===== src/rtl/steer_pwm.sv =====
// steer_pwm: servo steering output stage. Clamps a Q3.13 heading, scales it to a pulse
// width, slew-limits the width once per frame and drives the servo PWM with a stale failsafe.
module steer_pwm #(
  parameter int FRAME_CYCLES   = 1000000,
  parameter int CENTER_CYCLES  = 75000,
  parameter int SCALE          = 31830,
  parameter int MAX_ANGLE      = 6434,
  parameter int MAX_STEP       = 5000,
  parameter int TIMEOUT_FRAMES = 10,
  parameter int CNT_W          = 20
) (
  input  logic                clk,
  input  logic                rst_n,
  input  logic signed [15:0]  angle_in,
  input  logic                angle_valid,
  output logic                pwm_out,
  output logic                frame_start,
  output logic [CNT_W-1:0]    width_cur,
  output logic                stale
);

  localparam int MISS_W = $clog2(TIMEOUT_FRAMES + 1);

  localparam logic [CNT_W-1:0]        FRAME_LAST = CNT_W'(FRAME_CYCLES - 1);
  localparam logic [CNT_W-1:0]        CENTER_U   = CNT_W'(CENTER_CYCLES);
  localparam logic [CNT_W-1:0]        STEP_U     = CNT_W'(MAX_STEP);
  localparam logic [CNT_W-1:0]        CNT_ONE    = CNT_W'(1);
  localparam logic signed [CNT_W+1:0] STEP_S     = (CNT_W+2)'(MAX_STEP);
  localparam logic signed [15:0]      ANG_MAX    = 16'(MAX_ANGLE);
  localparam logic signed [15:0]      ANG_MIN    = 16'(-MAX_ANGLE);
  localparam logic signed [31:0]      SCALE_S    = 32'(SCALE);
  localparam logic [MISS_W-1:0]       MISS_LAST  = MISS_W'(TIMEOUT_FRAMES - 1);
  localparam logic [MISS_W-1:0]       MISS_MAX   = MISS_W'(TIMEOUT_FRAMES);
  localparam logic [MISS_W-1:0]       MISS_ONE   = MISS_W'(1);

  typedef enum logic [0:0] {
    ST_RUN      = 1'b0,
    ST_FAILSAFE = 1'b1
  } state_t;

  state_t                    state_r, state_nxt_s;
  logic                      stale_r;
  logic                      force_center_s;
  logic [CNT_W-1:0]          cnt_r;
  logic                      wrap_s;
  logic signed [15:0]        ang_r, ang_clamp_s;
  logic signed [31:0]        ang_ext_s, prod_s;
  logic [CNT_W-1:0]          target_r, target_nxt_s;
  logic [CNT_W-1:0]          width_r, width_nxt_s;
  logic signed [CNT_W+1:0]   diff_s;
  logic                      pwm_r, frame_start_r;
  logic [MISS_W-1:0]         miss_r, miss_nxt_s;
  logic                      seen_r, seen_any_s;

  assign wrap_s     = (cnt_r == FRAME_LAST);
  assign seen_any_s = seen_r | angle_valid;
  assign ang_ext_s  = {{16{ang_r[15]}}, ang_r};
  assign prod_s     = ang_ext_s * SCALE_S;

  // Frame counter: 0..FRAME_CYCLES-1, wrapping to 0.
  always_ff @(posedge clk or negedge rst_n) begin
    if (!rst_n) cnt_r <= '0;
    else if (wrap_s) cnt_r <= '0;
    else cnt_r <= cnt_r + CNT_ONE;
  end

  // Clamp the incoming angle to the steering range.
  always_comb begin
    ang_clamp_s = angle_in;
    if (angle_in > ANG_MAX) ang_clamp_s = ANG_MAX;
    else if (angle_in < ANG_MIN) ang_clamp_s = ANG_MIN;
    else ang_clamp_s = angle_in;
  end

  // Angle sample register; the latest valid sample wins.
  always_ff @(posedge clk or negedge rst_n) begin
    if (!rst_n) ang_r <= '0;
    else if (angle_valid) ang_r <= ang_clamp_s;
    else ang_r <= ang_r;
  end

  // Target width: centre plus floored scaled offset, or centre while stale.
  always_comb begin
    target_nxt_s = CENTER_U;
    if (force_center_s) target_nxt_s = CENTER_U;
    else target_nxt_s = CENTER_U + CNT_W'(prod_s >>> 13);
  end

  // Target register follows the sampled angle one edge later.
  always_ff @(posedge clk or negedge rst_n) begin
    if (!rst_n) target_r <= CENTER_U;
    else target_r <= target_nxt_s;
  end

  // Slew limiter: difference taken two bits wider so the sign survives.
  always_comb begin
    diff_s      = $signed({2'b00, target_r}) - $signed({2'b00, width_r});
    width_nxt_s = target_r;
    if (diff_s > STEP_S) width_nxt_s = width_r + STEP_U;
    else if (diff_s < -STEP_S) width_nxt_s = width_r - STEP_U;
    else width_nxt_s = target_r;
  end

  // Width and waveform registers; width only moves on the wrap edge.
  always_ff @(posedge clk or negedge rst_n) begin
    if (!rst_n) begin
      width_r       <= CENTER_U;
      pwm_r         <= 1'b0;
      frame_start_r <= 1'b0;
    end else begin
      width_r       <= wrap_s ? width_nxt_s : width_r;
      pwm_r         <= (cnt_r < width_r);
      frame_start_r <= wrap_s;
    end
  end

  // Miss counter: a valid in FAILSAFE clears it, otherwise it is settled at each wrap.
  always_comb begin
    miss_nxt_s = miss_r;
    if (state_r == ST_FAILSAFE && angle_valid) miss_nxt_s = '0;
    else if (wrap_s) begin
      if (seen_any_s) miss_nxt_s = '0;
      else if (miss_r < MISS_MAX) miss_nxt_s = miss_r + MISS_ONE;
      else miss_nxt_s = miss_r;
    end else miss_nxt_s = miss_r;
  end

  // Per-frame valid tracking; a valid on the wrap edge belongs to the ending frame.
  always_ff @(posedge clk or negedge rst_n) begin
    if (!rst_n) begin
      miss_r <= '0;
      seen_r <= 1'b0;
    end else begin
      miss_r <= miss_nxt_s;
      if (wrap_s) seen_r <= 1'b0;
      else if (angle_valid) seen_r <= 1'b1;
      else seen_r <= seen_r;
    end
  end

  // FSM state register; stale is registered from the next state.
  always_ff @(posedge clk or negedge rst_n) begin
    if (!rst_n) begin
      state_r <= ST_FAILSAFE;
      stale_r <= 1'b1;
    end else begin
      state_r <= state_nxt_s;
      stale_r <= (state_nxt_s == ST_FAILSAFE);
    end
  end

  // FSM next state.
  always_comb begin
    state_nxt_s = state_r;
    case (state_r)
      ST_RUN: begin
        if (wrap_s && !seen_any_s && (miss_r >= MISS_LAST)) state_nxt_s = ST_FAILSAFE;
        else state_nxt_s = ST_RUN;
      end
      ST_FAILSAFE: begin
        if (angle_valid) state_nxt_s = ST_RUN;
        else state_nxt_s = ST_FAILSAFE;
      end
      default: state_nxt_s = ST_FAILSAFE;
    endcase
  end

  // FSM outputs.
  always_comb begin
    force_center_s = 1'b1;
    case (state_r)
      ST_RUN:      force_center_s = 1'b0;
      ST_FAILSAFE: force_center_s = 1'b1;
      default:     force_center_s = 1'b1;
    endcase
  end

  assign pwm_out     = pwm_r;
  assign frame_start = frame_start_r;
  assign width_cur   = width_r;
  assign stale       = stale_r;

endmodule


===== config.mk =====
export PLATFORM = sky130hd
export DESIGN_NAME = steer_pwm
export DESIGN_NICKNAME = d
export VERILOG_FILES = /design/src/rtl/steer_pwm.sv
export SDC_FILE = /design/constraint.sdc
export NUM_CORES = 1
export LEC_CHECK = 0
export BUFFER_PORTS_ARGS = -buffer_cell sky130_fd_sc_hd__buf_2
export CORE_MARGIN = 8
export CORE_UTILIZATION = 65
export CTS_CLUSTER_SIZE = 12
export DETAILED_ROUTE_END_ITERATION = 16
export PLACE_DENSITY = 0.91
export SYNTH_ARGS = -nofsm -noshare
export SYNTH_HDL_FRONTEND = slang
export SYNTH_SLANG_ARGS = --single-unit

===== constraint.sdc =====
create_clock -name clk -period 14.4 [get_ports clk]
set_clock_uncertainty 0.15 [all_clocks]
set_input_delay 1.44 -clock clk [delete_from_list [all_inputs] [get_ports clk]]
set_output_delay 1.44 -clock clk [all_outputs]
set_load 0.02 [all_outputs]

==> metrics.txt <==
# TYPE chip_impl_metric gauge
chip_impl_metric{name="core_area",unit="um^2"} 17780
chip_impl_metric{name="fill_cells",unit=""} 1306
chip_impl_metric{name="grt.total_usage",unit="%"} 26.43
chip_impl_info{name="setup.worst_path.start_class",value="flop"} 1
chip_impl_metric{name="synthDistinctLibCells",unit=""} 87
chip_impl_metric{name="numPortBuffers",unit=""} 41
chip_impl_metric{name="post_detailed_route_via_to_cell_ratio",unit=""} 6.230
chip_impl_metric{name="io_pins",unit=""} 42
chip_impl_metric{name="average_routed_wire_per_standard_cell",unit="um"} 18.21
chip_impl_info{name="cts-root-buf",value="sky130_fd_sc_hd__clkbuf_16"} 1
chip_impl_metric{name="fp.dieH",unit="um"} 149.9
chip_impl_metric{name="die_area",unit="um^2"} 22460
chip_impl_metric{name="final_layout_size_suffix_gt1_share",unit="%"} 7.784
chip_impl_info{name="worst-setup-path-type",value="flop to flop"} 1
chip_impl_metric{name="globalRouteOverflowTotal",unit=""} 0
chip_impl_info{name="tritoncts_clock_tree",value="yes"} 1
chip_impl_metric{name="postSynthAreaPerCell",unit="um^2"} 8.766
chip_impl_metric{name="synth_area",unit="um^2"} 11650
chip_impl_metric{name="drtPass1Iterations",unit=""} 5
chip_impl_metric{name="die_w",unit="um"} 149.9
chip_impl_metric{name="postSynthRegisterBits",unit=""} 84
chip_impl_metric{name="cts_max_level",unit=""} 3
chip_impl_metric{name="antenna_cells",unit=""} 0
chip_impl_metric{name="finalWeightedCongestion",unit=""} 0.9761
chip_impl_metric{name="min_period",unit="ns"} 7.237
chip_impl_metric{name="placementRows",unit=""} 49
chip_impl_metric{name="synthesis.instances",unit=""} 1329
chip_impl_metric{name="effective_utilization_at_floorplan",unit="%"} 65.52
chip_impl_metric{name="synth-edff-count",unit=""} 0
chip_impl_metric{name="final-hold-violation-count",unit=""} 0
chip_impl_info{name="outcome",value="completed"} 1
chip_impl_metric{name="timing.final.crit_share",unit="%"} 50.26
chip_impl_metric{name="clk-insertion-delay-late",unit="ns"} 0.36
chip_impl_metric{name="synth.yosys.seq_area_share",unit="%"} 18.23
chip_impl_metric{name="grt_pass1_wl",unit="um"} 48070
chip_impl_metric{name="setup_violations",unit=""} 0
chip_impl_metric{name="drtIter0Drc",unit=""} 779
chip_impl_metric{name="clock_path_buffers",unit=""} 2
chip_impl_metric{name="crit_required",unit="ns"} 14.51
chip_impl_info{name="synthFlopType",value="sky130_fd_sc_hd__dfrtp_1"} 1
chip_impl_metric{name="remaining_max_slew_budget_at_the_tightest_pin",unit="%"} 29.18
chip_impl_metric{name="cts_sinks",unit=""} 84
chip_impl_metric{name="wl",unit="um"} 28740
chip_impl_metric{name="synth-async-reset-ratio",unit="%"} 100.0
chip_impl_metric{name="detail-route-antenna-nets",unit=""} 0
chip_impl_metric{name="post_route_setup_tns",unit="ns"} 0
chip_impl_info{name="worst_min_delay_path_class",value="flop to flop"} 1
chip_impl_metric{name="cap_violations",unit=""} 0
chip_impl_metric{name="placed_wire_length_estimate_after_detailed_placement",unit="um"} 22610
chip_impl_info{name="timing.critical_path.to_type",value="flop"} 1
chip_impl_metric{name="worst-slew-pin-transition",unit="ns"} 1.061
chip_impl_metric{name="cts_hold_buf",unit=""} 0
chip_impl_metric{name="initial_antenna_violation_count",unit=""} 0
chip_impl_metric{name="critical_path.max_fanout",unit=""} 22
chip_impl_metric{name="post_cts.resized_instances",unit=""} 0
chip_impl_metric{name="grt_pass1_vias",unit=""} 10040
chip_impl_metric{name="routed-via-count",unit=""} 9831
chip_impl_metric{name="maximum_number_of_pins_on_one_net_before_global_route_repair",unit=""} 53
chip_impl_metric{name="cts.reportedPaths.clkPinSlew",unit="ns"} 0.08
chip_impl_info{name="grt_setup_unrepaired",value="false"} 1
chip_impl_metric{name="final_nets",unit=""} 1620
chip_impl_metric{name="yosys_warnings",unit=""} 0
chip_impl_metric{name="crit_arrival",unit="ns"} 7.35
chip_impl_metric{name="cts_inserted_buffers",unit=""} 9
chip_impl_metric{name="drc",unit=""} 0
chip_impl_metric{name="max_frequency",unit="MHz"} 138.2
chip_impl_metric{name="cts_post_setup_buffers_inserted",unit=""} 0
chip_impl_metric{name="total_count_of_max_transition_violations_in_the_final_report",unit=""} 0
chip_impl_metric{name="synthToLayoutAreaGrowth",unit="%"} 5.499
chip_impl_metric{name="mappedNetlistNets",unit=""} 1605
[per-layer routing]
metal,track usage (%),wire [um]
met3,4.959,1941
met2,46.17,14260
met4,12.44,1270
met5,0,0
met1,30.80,11260
[sequential cells by signal (all words and copies together) (netlist names)]
| signal | count |
|---|---|
| stale | 1 |
| frame_start | 1 |
| pwm_out | 1 |
| cnt_r | 20 |
| width_cur | 20 |
| target_r | 20 |
| ang_r | 16 |
| seen_r | 1 |
| miss_r | 4 |
[critical path, cell delays in order (launching register included)]
cell and delay (ns):
sky130_fd_sc_hd__dfrtp_1 0.96, sky130_fd_sc_hd__ha_1 0.46, sky130_fd_sc_hd__fa_1 0.57, sky130_fd_sc_hd__inv_1 0.05, sky130_fd_sc_hd__ha_1 0.31, sky130_fd_sc_hd__fa_1 0.49
sky130_fd_sc_hd__fa_1 0.56, sky130_fd_sc_hd__inv_1 0.05, sky130_fd_sc_hd__fa_1 0.50, sky130_fd_sc_hd__inv_1 0.05, sky130_fd_sc_hd__ha_1 0.39, sky130_fd_sc_hd__nand4_1 0.17
sky130_fd_sc_hd__nor2_1 0.07, sky130_fd_sc_hd__a221oi_2 0.45, sky130_fd_sc_hd__o211ai_1 0.18, sky130_fd_sc_hd__xnor2_1 0.31, sky130_fd_sc_hd__o2111ai_1 0.23, sky130_fd_sc_hd__a31oi_1 0.46
sky130_fd_sc_hd__and4b_1 0.26, sky130_fd_sc_hd__a21oi_1 0.16, sky130_fd_sc_hd__a21oi_1 0.10, sky130_fd_sc_hd__nor3_1 0.20
[cells in the final DEF (no fill, tap or decap), types with 40 or more instances in the layout]
cell type / instances
sky130_fd_sc_hd__nand2_1: 72
sky130_fd_sc_hd__nor2_1: 77
sky130_fd_sc_hd__buf_2: 40
sky130_fd_sc_hd__a21oi_1: 55
sky130_fd_sc_hd__nand3_1: 43
sky130_fd_sc_hd__dfrtp_1: 67
sky130_fd_sc_hd__inv_1: 251
sky130_fd_sc_hd__o21ai_0: 40
sky130_fd_sc_hd__ha_1: 153
sky130_fd_sc_hd__fa_1: 104
[cells by family after synthesis]
| family | after synthesis | synth area share, % |
|---|---|---|
| adders and majority gates | 259 | 34.48 |
| buffers and inverters | 292 | 9.741 |
| xor gates and xnor gates | 65 | 4.887 |
| and+or+nand+nor | 338 | 14.65 |
| muxes | 9 | 0.7948 |
| DFF | 84 | 18.23 |
| AOI/OAI and AO/OA | 282 | 17.23 |
[through the flow]
| step | instances | area (um^2) | hold slack (ns) | utilization, % | setup slack (ns) |
|---|---|---|---|---|---|
| floorplan | 1329 | 11650 | 0.2975 | - | 7.829 |
| global placement | 1562 | 11980 | 0.3216 | 67.40 | 7.524 |
| detailed placement | 1562 | 11980 | 0.3420 | 67.40 | 7.295 |
| CTS | 1578 | 12290 | 0.3595 | 69.13 | 7.206 |
| global route | 1578 | 12290 | 0.3701 | 69.13 | 6.642 |
| finish | 1578 | 12290 | 0.3517 | 69.13 | 7.163 |
[final cells by class]
cell class                 instances  area (um^2)  share of cell area (%)
sequential                        84         2123                   17.28
clock buffer                       9        225.2                   1.832
clock inverter                     7        82.58                  0.6719
inverter                         252        945.9                   7.696
timing repair buffer              44        230.2                   1.873
multi-input combinational        953         8397                   68.32
tap                              229        286.5                   2.331
[cell usage after synthesis (7+ instances only)]
master	instances	area share, %
sky130_fd_sc_hd__nor3_1	33	1.4
sky130_fd_sc_hd__ha_1	153	16
sky130_fd_sc_hd__dfrtp_1	67	14
sky130_fd_sc_hd__clkbuf_1	27	0.87
sky130_fd_sc_hd__o21ai_0	40	1.7
sky130_fd_sc_hd__o2111ai_1	10	0.75
sky130_fd_sc_hd__a211oi_1	9	0.58
sky130_fd_sc_hd__mux2i_1	7	0.60
sky130_fd_sc_hd__o211ai_1	17	1.1
sky130_fd_sc_hd__and2_1	8	0.43
sky130_fd_sc_hd__nand3_1	43	1.8
sky130_fd_sc_hd__inv_1	251	8.1
sky130_fd_sc_hd__nand2b_1	18	0.97
sky130_fd_sc_hd__o21a_1	13	0.84
sky130_fd_sc_hd__a211o_1	7	0.53
sky130_fd_sc_hd__a31oi_1	20	1.1
sky130_fd_sc_hd__o31ai_1	8	0.52
sky130_fd_sc_hd__buf_2	7	0.30
sky130_fd_sc_hd__nand2_1	72	2.3
sky130_fd_sc_hd__a21oi_1	55	2.4
sky130_fd_sc_hd__xor2_1	27	2.0
sky130_fd_sc_hd__o21ai_1	13	0.56
sky130_fd_sc_hd__nor4_1	7	0.38
sky130_fd_sc_hd__xnor2_1	38	2.9
sky130_fd_sc_hd__nor2b_1	16	0.86
sky130_fd_sc_hd__a21o_1	27	1.7
sky130_fd_sc_hd__a22oi_1	7	0.45
sky130_fd_sc_hd__nor2_1	77	2.5
sky130_fd_sc_hd__nand4_1	16	0.86
sky130_fd_sc_hd__fa_1	104	18
sky130_fd_sc_hd__dfstp_2	17	3.8
sky130_fd_sc_hd__and3_1	15	0.81
[path summary, 6_finish.rpt]
path / startpoint / endpoint / slack, ns / depth (start not counted)
min reg2reg: target_r[0]$_DFF_PN0_ / width_cur[0]$_DFFE_PN0P_ / 0.35 / 1
min: target_r[0]$_DFF_PN0_ / width_cur[0]$_DFFE_PN0P_ / 0.35 / 1
max: ang_r[15]$_DFFE_PN0P_ / target_r[15]$_DFF_PN0_ / 7.16 / 21
max reg2reg: ang_r[15]$_DFFE_PN0P_ / target_r[15]$_DFF_PN0_ / 7.16 / 21
min in group asynchronous: rst_n / width_cur[19]$_DFFE_PN0P_ / 0.87 / 1
max in group asynchronous: rst_n / ang_r[13]$_DFFE_PN0P_ / 12.18 / 2
Power is not shown: default switching activity piles up to over one toggle a cycle in this logic, so the estimate is an artifact.
